`src/rtl/layer_pkg.sv`:
```
// Shared types and elaboration-time helpers for the layer stream block.
package layer_pkg;

  typedef enum logic {IDLE, SHIFT} state_t;

  function automatic int idx_w(input int nn);
    return (nn > 1) ? $clog2(nn) : 1;
  endfunction

  function automatic logic [127:0] append_num(input logic [127:0] s_in, input int v);
    logic [127:0] s;
    s = s_in;
    for (int p = 1000000000; p >= 1; p = p / 10) begin
      if (v >= p || p == 1) s = {s[119:0], 8'(8'd48 + 8'((v / p) % 10))};
    end
    return s;
  endfunction

  // Builds "<kind>_<layer>_<n>.mem", right-aligned in a 16-character string.
  function automatic logic [127:0] mem_name(input logic [7:0] kind, input int layer, input int n);
    logic [127:0] s;
    s = {120'd0, kind};
    s = {s[119:0], 8'h5f};
    s = append_num(s, layer);
    s = {s[119:0], 8'h5f};
    s = append_num(s, n);
    s = {s[95:0], ".mem"};
    return s;
  endfunction

endpackage

```
`src/rtl/layer_serializer.sv`:
```
// Captures a parallel layer result into a double buffer and streams it out word by word.
//   state | meaning
//   IDLE  | nothing to send, waiting for a capture
//   SHIFT | presenting buf_q[idx] with s_valid high
module layer_serializer
  import layer_pkg::*;
#(
  parameter int NN = 10,
  parameter int dataWidth = 16
) (
  input  logic                    clk,
  input  logic                    rst,
  input  logic                    cap,
  input  logic [NN*dataWidth-1:0] din,
  input  logic                    s_ready,
  output logic [dataWidth-1:0]    s_data,
  output logic                    s_valid,
  output logic                    s_last,
  output logic                    overrun
);
  localparam int IW = idx_w(NN);
  localparam logic [IW-1:0] LAST = IW'(NN - 1);

  state_t               state, state_nxt;
  logic [dataWidth-1:0] buf_q  [NN];
  logic [dataWidth-1:0] pend_q [NN];
  logic                 pend_full;
  logic [IW-1:0]        idx;
  logic                 hs, at_last;
  logic                 load_x, load_p, idx_inc, idx_clr, pend_wr, pend_clr, ovf_set;

  assign at_last = (idx == LAST);
  assign hs      = (state == SHIFT) && s_ready;

  always_ff @(posedge clk or negedge rst) begin
    if (!rst) state <= IDLE;
    else      state <= state_nxt;
  end

  always_comb begin
    state_nxt = state;
    load_x    = 1'b0;
    load_p    = 1'b0;
    idx_inc   = 1'b0;
    idx_clr   = 1'b0;
    pend_wr   = 1'b0;
    pend_clr  = 1'b0;
    ovf_set   = 1'b0;
    case (state)
      IDLE: begin
        if (cap) begin
          state_nxt = SHIFT;
          load_x    = 1'b1;
          idx_clr   = 1'b1;
        end
      end
      SHIFT: begin
        if (hs && at_last) begin
          idx_clr = 1'b1;
          if (pend_full) begin
            load_p   = 1'b1;
            pend_clr = 1'b1;
          end else if (cap) begin
            load_x = 1'b1;
          end else begin
            state_nxt = IDLE;
          end
        end else if (hs) begin
          idx_inc = 1'b1;
        end
        // A capture not absorbed by the final handshake judges room on the current pend_full.
        if (cap && !(hs && at_last && !pend_full)) begin
          if (pend_full) ovf_set = 1'b1;
          else           pend_wr = 1'b1;
        end
      end
      default: state_nxt = IDLE;
    endcase
  end

  always_ff @(posedge clk or negedge rst) begin
    if (!rst) begin
      for (int n = 0; n < NN; n++) begin
        buf_q[n]  <= '0;
        pend_q[n] <= '0;
      end
      pend_full <= 1'b0;
      idx       <= '0;
      overrun   <= 1'b0;
    end else begin
      if (load_x) begin
        for (int n = 0; n < NN; n++) buf_q[n] <= din[n*dataWidth +: dataWidth];
      end else if (load_p) begin
        for (int n = 0; n < NN; n++) buf_q[n] <= pend_q[n];
      end
      if (pend_wr) begin
        for (int n = 0; n < NN; n++) pend_q[n] <= din[n*dataWidth +: dataWidth];
      end
      if (pend_wr)       pend_full <= 1'b1;
      else if (pend_clr) pend_full <= 1'b0;
      if (idx_clr)       idx <= '0;
      else if (idx_inc)  idx <= idx + IW'(1);
      if (ovf_set)       overrun <= 1'b1;
    end
  end

  always_comb begin
    s_valid = (state == SHIFT);
    s_last  = s_valid && at_last;
    s_data  = s_valid ? buf_q[idx] : '0;
  end

endmodule

```
`src/rtl/neuron.sv`:
```
// Lightweight neuron stand-in with the full neuron interface: sums one frame of
// numWeight inputs and presents (sum - neuronNo) with a one-cycle outvalid.
module neuron #(
  parameter int numWeight = 784,
  parameter int layerNo = 0,
  parameter int neuronNo = 0,
  parameter int dataWidth = 16,
  parameter int sigmoidSize = 10,
  parameter int weightIntWidth = 4,
  parameter actType = "relu",
  parameter logic [127:0] biasFile = '0,
  parameter logic [127:0] weightFile = '0
) (
  input  logic                 clk,
  input  logic                 rst,
  input  logic [dataWidth-1:0] myinput,
  input  logic                 myinputValid,
  input  logic                 weightValid,
  input  logic                 biasValid,
  input  logic [31:0]          weightValue,
  input  logic [31:0]          biasValue,
  input  logic [31:0]          config_layer_num,
  input  logic [31:0]          config_neuron_num,
  output logic [dataWidth-1:0] out,
  output logic                 outvalid
);
  localparam int CW = (numWeight > 1) ? $clog2(numWeight) : 1;

  logic [CW-1:0]        cnt;
  logic [dataWidth-1:0] acc;
  logic                 unused_cfg;

  assign unused_cfg = ^{weightValid, biasValid, weightValue, biasValue, config_layer_num,
                        config_neuron_num, weightFile, biasFile, actType, 32'(layerNo),
                        32'(sigmoidSize), 32'(weightIntWidth)};

  always_ff @(posedge clk or posedge rst) begin
    if (rst) begin
      cnt      <= '0;
      acc      <= '0;
      out      <= '0;
      outvalid <= 1'b0;
    end else begin
      outvalid <= 1'b0;
      if (myinputValid) begin
        if (cnt == CW'(numWeight - 1)) begin
          cnt      <= '0;
          acc      <= '0;
          out      <= acc + myinput - dataWidth'(neuronNo);
          outvalid <= 1'b1;
        end else begin
          cnt <= cnt + CW'(1);
          acc <= acc + myinput;
        end
      end
    end
  end

endmodule

```
`src/rtl/layer_stream.sv`:
```
// Fully-connected layer: NN neurons on one shared input stream, results re-serialised
// into a valid/ready word stream for the next layer.
module layer_stream
  import layer_pkg::*;
#(
  parameter int NN = 10,
  parameter int numWeight = 784,
  parameter int dataWidth = 16,
  parameter int layerNum = 1,
  parameter int sigmoidSize = 10,
  parameter int weightIntWidth = 4,
  parameter actType = "relu"
) (
  input  logic                    clk,
  input  logic                    rst,
  input  logic                    weightValid,
  input  logic                    biasValid,
  input  logic [31:0]             weightValue,
  input  logic [31:0]             biasValue,
  input  logic [31:0]             config_layer_num,
  input  logic [31:0]             config_neuron_num,
  input  logic                    x_valid,
  input  logic [dataWidth-1:0]    x_in,
  output logic [NN-1:0]           o_valid,
  output logic [NN*dataWidth-1:0] x_out,
  output logic [dataWidth-1:0]    s_data,
  output logic                    s_valid,
  input  logic                    s_ready,
  output logic                    s_last,
  output logic                    overrun
);
  logic neuron_rst;
  logic cap;

  // Neurons use an active-high reset.
  assign neuron_rst = ~rst;
  assign cap        = &o_valid;

  for (genvar n = 0; n < NN; n++) begin : g_neuron
    localparam logic [127:0] W_FILE = mem_name("w", layerNum, n);
    localparam logic [127:0] B_FILE = mem_name("b", layerNum, n);

    neuron #(
      .numWeight(numWeight),
      .layerNo(layerNum),
      .neuronNo(n),
      .dataWidth(dataWidth),
      .sigmoidSize(sigmoidSize),
      .weightIntWidth(weightIntWidth),
      .actType(actType),
      .biasFile(B_FILE),
      .weightFile(W_FILE)
    ) u_neuron (
      .clk(clk),
      .rst(neuron_rst),
      .myinput(x_in),
      .myinputValid(x_valid),
      .weightValid(weightValid),
      .biasValid(biasValid),
      .weightValue(weightValue),
      .biasValue(biasValue),
      .config_layer_num(config_layer_num),
      .config_neuron_num(config_neuron_num),
      .out(x_out[n*dataWidth +: dataWidth]),
      .outvalid(o_valid[n])
    );
  end

  layer_serializer #(
    .NN(NN),
    .dataWidth(dataWidth)
  ) u_serializer (
    .clk(clk),
    .rst(rst),
    .cap(cap),
    .din(x_out),
    .s_ready(s_ready),
    .s_data(s_data),
    .s_valid(s_valid),
    .s_last(s_last),
    .overrun(overrun)
  );

endmodule

```
`config.mk`:
```
export PLATFORM = sky130hd
export DESIGN_NAME = layer_stream
export DESIGN_NICKNAME = d
export VERILOG_FILES = /design/src/rtl/layer_pkg.sv /design/src/rtl/layer_serializer.sv /design/src/rtl/neuron.sv /design/src/rtl/layer_stream.sv
export SDC_FILE = /design/constraint.sdc
export NUM_CORES = 2
export LEC_CHECK = 0
export ABC_AREA = 1
export BUFFER_PORTS_ARGS = -buffer_cell sky130_fd_sc_hd__buf_2
export CORE_ASPECT_RATIO = 1.75
export CORE_MARGIN = 4
export CORE_UTILIZATION = 61
export DETAILED_ROUTE_END_ITERATION = 10
export GPL_ROUTABILITY_DRIVEN = 0
export GPL_TIMING_DRIVEN = 0
export MAX_ROUTING_LAYER = met4
export PLACE_DENSITY = 0.81
export RECOVER_POWER = 50
export SLEW_MARGIN = 30
export SYNTH_ARGS = -nofsm -noshare
export SYNTH_HDL_FRONTEND = slang
export SYNTH_SLANG_ARGS = --single-unit
```
`constraint.sdc`:
```
create_clock -name clk -period 3.59 [get_ports clk]
set_input_delay 0.718 -clock clk [delete_from_list [all_inputs] [get_ports clk]]
set_output_delay 0.718 -clock clk [all_outputs]
set_load 0.05 [all_outputs]
```
==> results_dict.tcl <==
set metrics [dict create \
    status "complete, but fails checks" \
    violations "design-rule violations, max-capacitance violations, max-slew violations, negative setup slack" \
    min_path_type "reg2reg" \
    via_per_inst 6.035 \
    area_growth_pct 11.01 \
    grt_pass1_vias 41030 \
    synth_flop_cell "dfrtp_1" \
    startpoint_type "flip-flop" \
    synth_seq_cells 757 \
    yosys.area_share.simple_pct 27.04 \
    cp_max_fo 10 \
    drive_gt1_share_pct 6.979 \
    hold-worst-slack_ns 0.4757 \
    synthCells 5730 \
    slowest_delay_ns 0.45 \
    syn_area_um2 43420 \
    nets 6349 \
    rows 129 \
    rsz0062_at_grt "true" \
    num_vias 42240 \
    grt_usage_pct 41.16 \
    cts_tree "yes" \
    synth-async-reset-ratio_pct 100.0 \
    layout_common_cells "1,855 x nand2_1, 755 x dfrtp_1, 700 x inv_1, 468 x o21ai_0, 339 x nand3_1" \
    core_um2 70700 \
    portBuffers 206 \
    cts_root_buffer "clkbuf_16" \
    grt_pass1_wl_mm 233.2 \
    cp.arrival_ns 3.00 \
    synthMuxAreaShare_pct 1.323 \
    yosysUniqueCellTypes 56 \
    die_area_um2 75680 \
    p_leak_nw 25.23 \
    yosys_warnings 0 \
    cp_top_family "compound AO/OA/AOI/OAI gates" \
    chipHeight_um 360.9 \
    dieWidth_um 209.7 \
    drt_first_iter_violations 4696 \
    setup_viol 10 \
    cts.sinks 757 \
    htree_levels 3 \
    path_class "reg2out" \
    synth_edf_count 0 \
    utilization_pct 68.18 \
    crit_buf_inv 4 \
    wl_per_cell_um 21.96 \
    synth_top_family_by_area "simple AND/OR/NAND/NOR gates" \
    maxSlewViolCount 206 \
    endpoint_kind "output port" \
    synth_xor_area_share_pct 2.311 \
    slew_headroom_pct -48.40 \
    insertion_delay_ns 0.64 \
    dp_cells 6861 \
    antenna_left 0 \
    dr.pass1.iters 11 \
    synth_area_leaders "dfrtp_1 44%, nand2_1 16%, inv_1 6.1%, o21ai_0 5.4%, ha_1 4.9%" \
    dp.final_hpwl_mm 112.9 \
    ys_seq_area_share_pct 43.63 \
    cp_cell_sequence "inv_1, buf_2, clkbuf_4, nor2_1, o22ai_2, o211ai_1, a21oi_1, buf_4" \
    worst_path_max_delay_cell "dfrtp_2" \
    start_util_pct 61.41 \
    totalWireLength_mm 153.7 \
    antenna_found_initial 6 \
    synth_compound_area_share_pct 12.24 \
    ir_drop_uv 545.7 \
    synth_area_leader_cell "dfrtp_1" \
    power_mw 37.83 \
    min_period_ns 3.720 \
    grt_max_degree 117 \
    synth_fp_nets 6061 \
    final_hold_viol_count 0 \
    synthDominantCellAreaShare_pct 43.63 \
    num_io_pins 339 \
    max_freq_mhz 268.8 \
    avgSynthCellArea_um2 7.577 \
    cts-buffers-inserted 71 \
    instances_no_fill 6999 \
    maxCapViolCount 2 \
    post-route-period-util_pct 103.6 \
    layout_commonest_cell "nand2_1" \
    clock_skew_ns 0.02465 \
    required_ns 2.87 \
    nFillCells 5928 \
    gr-total-overflow 0 \
    worst_pin_slew_ns 2.226 \
    cts_buffer_depth 3 \
    worst_slack_ns -0.1304 \
    path_clk_slew_ns 0.07 \
    drc 2 \
    powerDensity_nw_per_um2 784.8 \
    yosys.area_share.adder_pct 5.389 \
]
metrics by stage:
stage	setup WS (ns)	area (um2)	TNS, ns
6_report	-0.1304	48200	-0.5320
2_1_floorplan	0.6795	43420	0
5_1_grt	-0.01159	48190	-0.01361
3_3_place_gp	-14.08	45600	-
3_5_place_dp	-0.8036	45830	-46.27
4_1_cts	-0.001279	48360	-0.001279
sequential cells by signal, indices dropped and copies added (netlist names):
signal and cells:
u_serializer.idx 4, u_serializer.s_valid 1, u_serializer.overrun 1, g_neuron.u_neuron.cnt 100
u_serializer.pend_q 160, u_serializer.buf_q 160, g_neuron.u_neuron.out 160, g_neuron.u_neuron.outvalid 10
g_neuron.u_neuron.acc 160, u_serializer.pend_full 1
per-layer routing:
layer	wire, um	track usage [%]	vias up
li1	-	-	19190
met4	16690	33.28	0
met3	16000	10.57	781
met1	52610	45.24	19900
met2	68370	63.00	2377
met5	0	-	-
worst paths after layout:
check / startpoint / end / slack (ns) / depth (start not counted)
max: u_serializer.idx[0] / s_data[5] / -0.13 / 8
min: u_serializer.buf_q[127] / u_serializer.buf_q[127] / 0.48 / 2
max reg2reg: g_neuron[2].u_neuron.outvalid / u_serializer.pend_q[105] / 0.25 / 7
min reg2reg: u_serializer.buf_q[127] / u_serializer.buf_q[127] / 0.48 / 2
max in group asynchronous: rst / g_neuron[5].u_neuron.cnt[2] / 0.46 / 5
min in group asynchronous: rst / g_neuron[8].u_neuron.cnt[4] / 0.54 / 2
timing repair:
action | in CTS | in global routing
hold buffers | 1 | 0
gates cloned | 0 | 0
buffers inserted | 0 | 2
setup endpoints to repair | 21 | 16
gates resized for setup | 41 | 33
hold endpoints to repair | 34 | 0
pin swaps | 0 | 7
synthesized netlist by cell type, types with 4 or more instances:
cell / count
o21bai_1: 8
nand3b_1: 33
or2_2: 6
buf_4: 14
xor2_1: 71
a21o_1: 5
o21ai_1: 12
ha_1: 171
a21oi_1: 184
nand3_2: 8
and2_1: 14
o31ai_1: 4
o21a_1: 4
nor2_1: 325
nand2_1: 1855
o221ai_1: 10
nor2_2: 26
buf_2: 56
nand2_2: 28
nor3_1: 44
nand3_1: 344
fa_1: 10
o22ai_1: 13
mux2_2: 49
a22o_1: 9
o21ai_0: 472
a31oi_1: 15
nor2_4: 8
xnor2_1: 38
dfrtp_1: 757
clkbuf_1: 99
o211ai_1: 16
nor3b_1: 7
buf_1: 11
nand4_1: 79
inv_2: 12
nor4_1: 17
clkinv_1: 5
inv_1: 700
a22oi_1: 167
power by group:
part / internal [mW] / total, mW / switching [mW]
logic: 5.78 / 18.6 / 12.9
registers: 10.1 / 11.2 / 1.11
clock network: 4.50 / 8.02 / 3.52
total: 20.3 / 37.8 / 17.5
tightest hold or removal path: stages, from the launching register on:
cell and delay [ns]:
dfrtp_1 0.34, nand2_1 0.05, nand2_1 0.05
area by class of cell:
cell class	count	area (um2)	share of cell area [%]
multi-input cells	4075	21100	43.79
flip-flops and latches	757	18950	39.31
inverters	717	2693	5.586
clock buffers	98	2103	4.364
well taps	917	1147	2.380
repair buffers	217	1036	2.149
plain buffers	179	829.5	1.721
clock inverters	32	322.8	0.6697
diodes	7	17.52	0.03634
logic make-up (layout without fill, tap and decap cells):
| kind of cell | Yosys count | in the layout |
|---|---|---|
| simple gates | 2801 | 2801 |
| compound gates | 930 | 930 |
| buf+inv | 898 | 1243 |
| flops | 757 | 757 |
| fa+ha+maj | 181 | 181 |
| xor+xnor | 112 | 112 |
| mux | 51 | 51 |
| other cells | 0 | 7 |
Power figures use the tool's default switching activity.
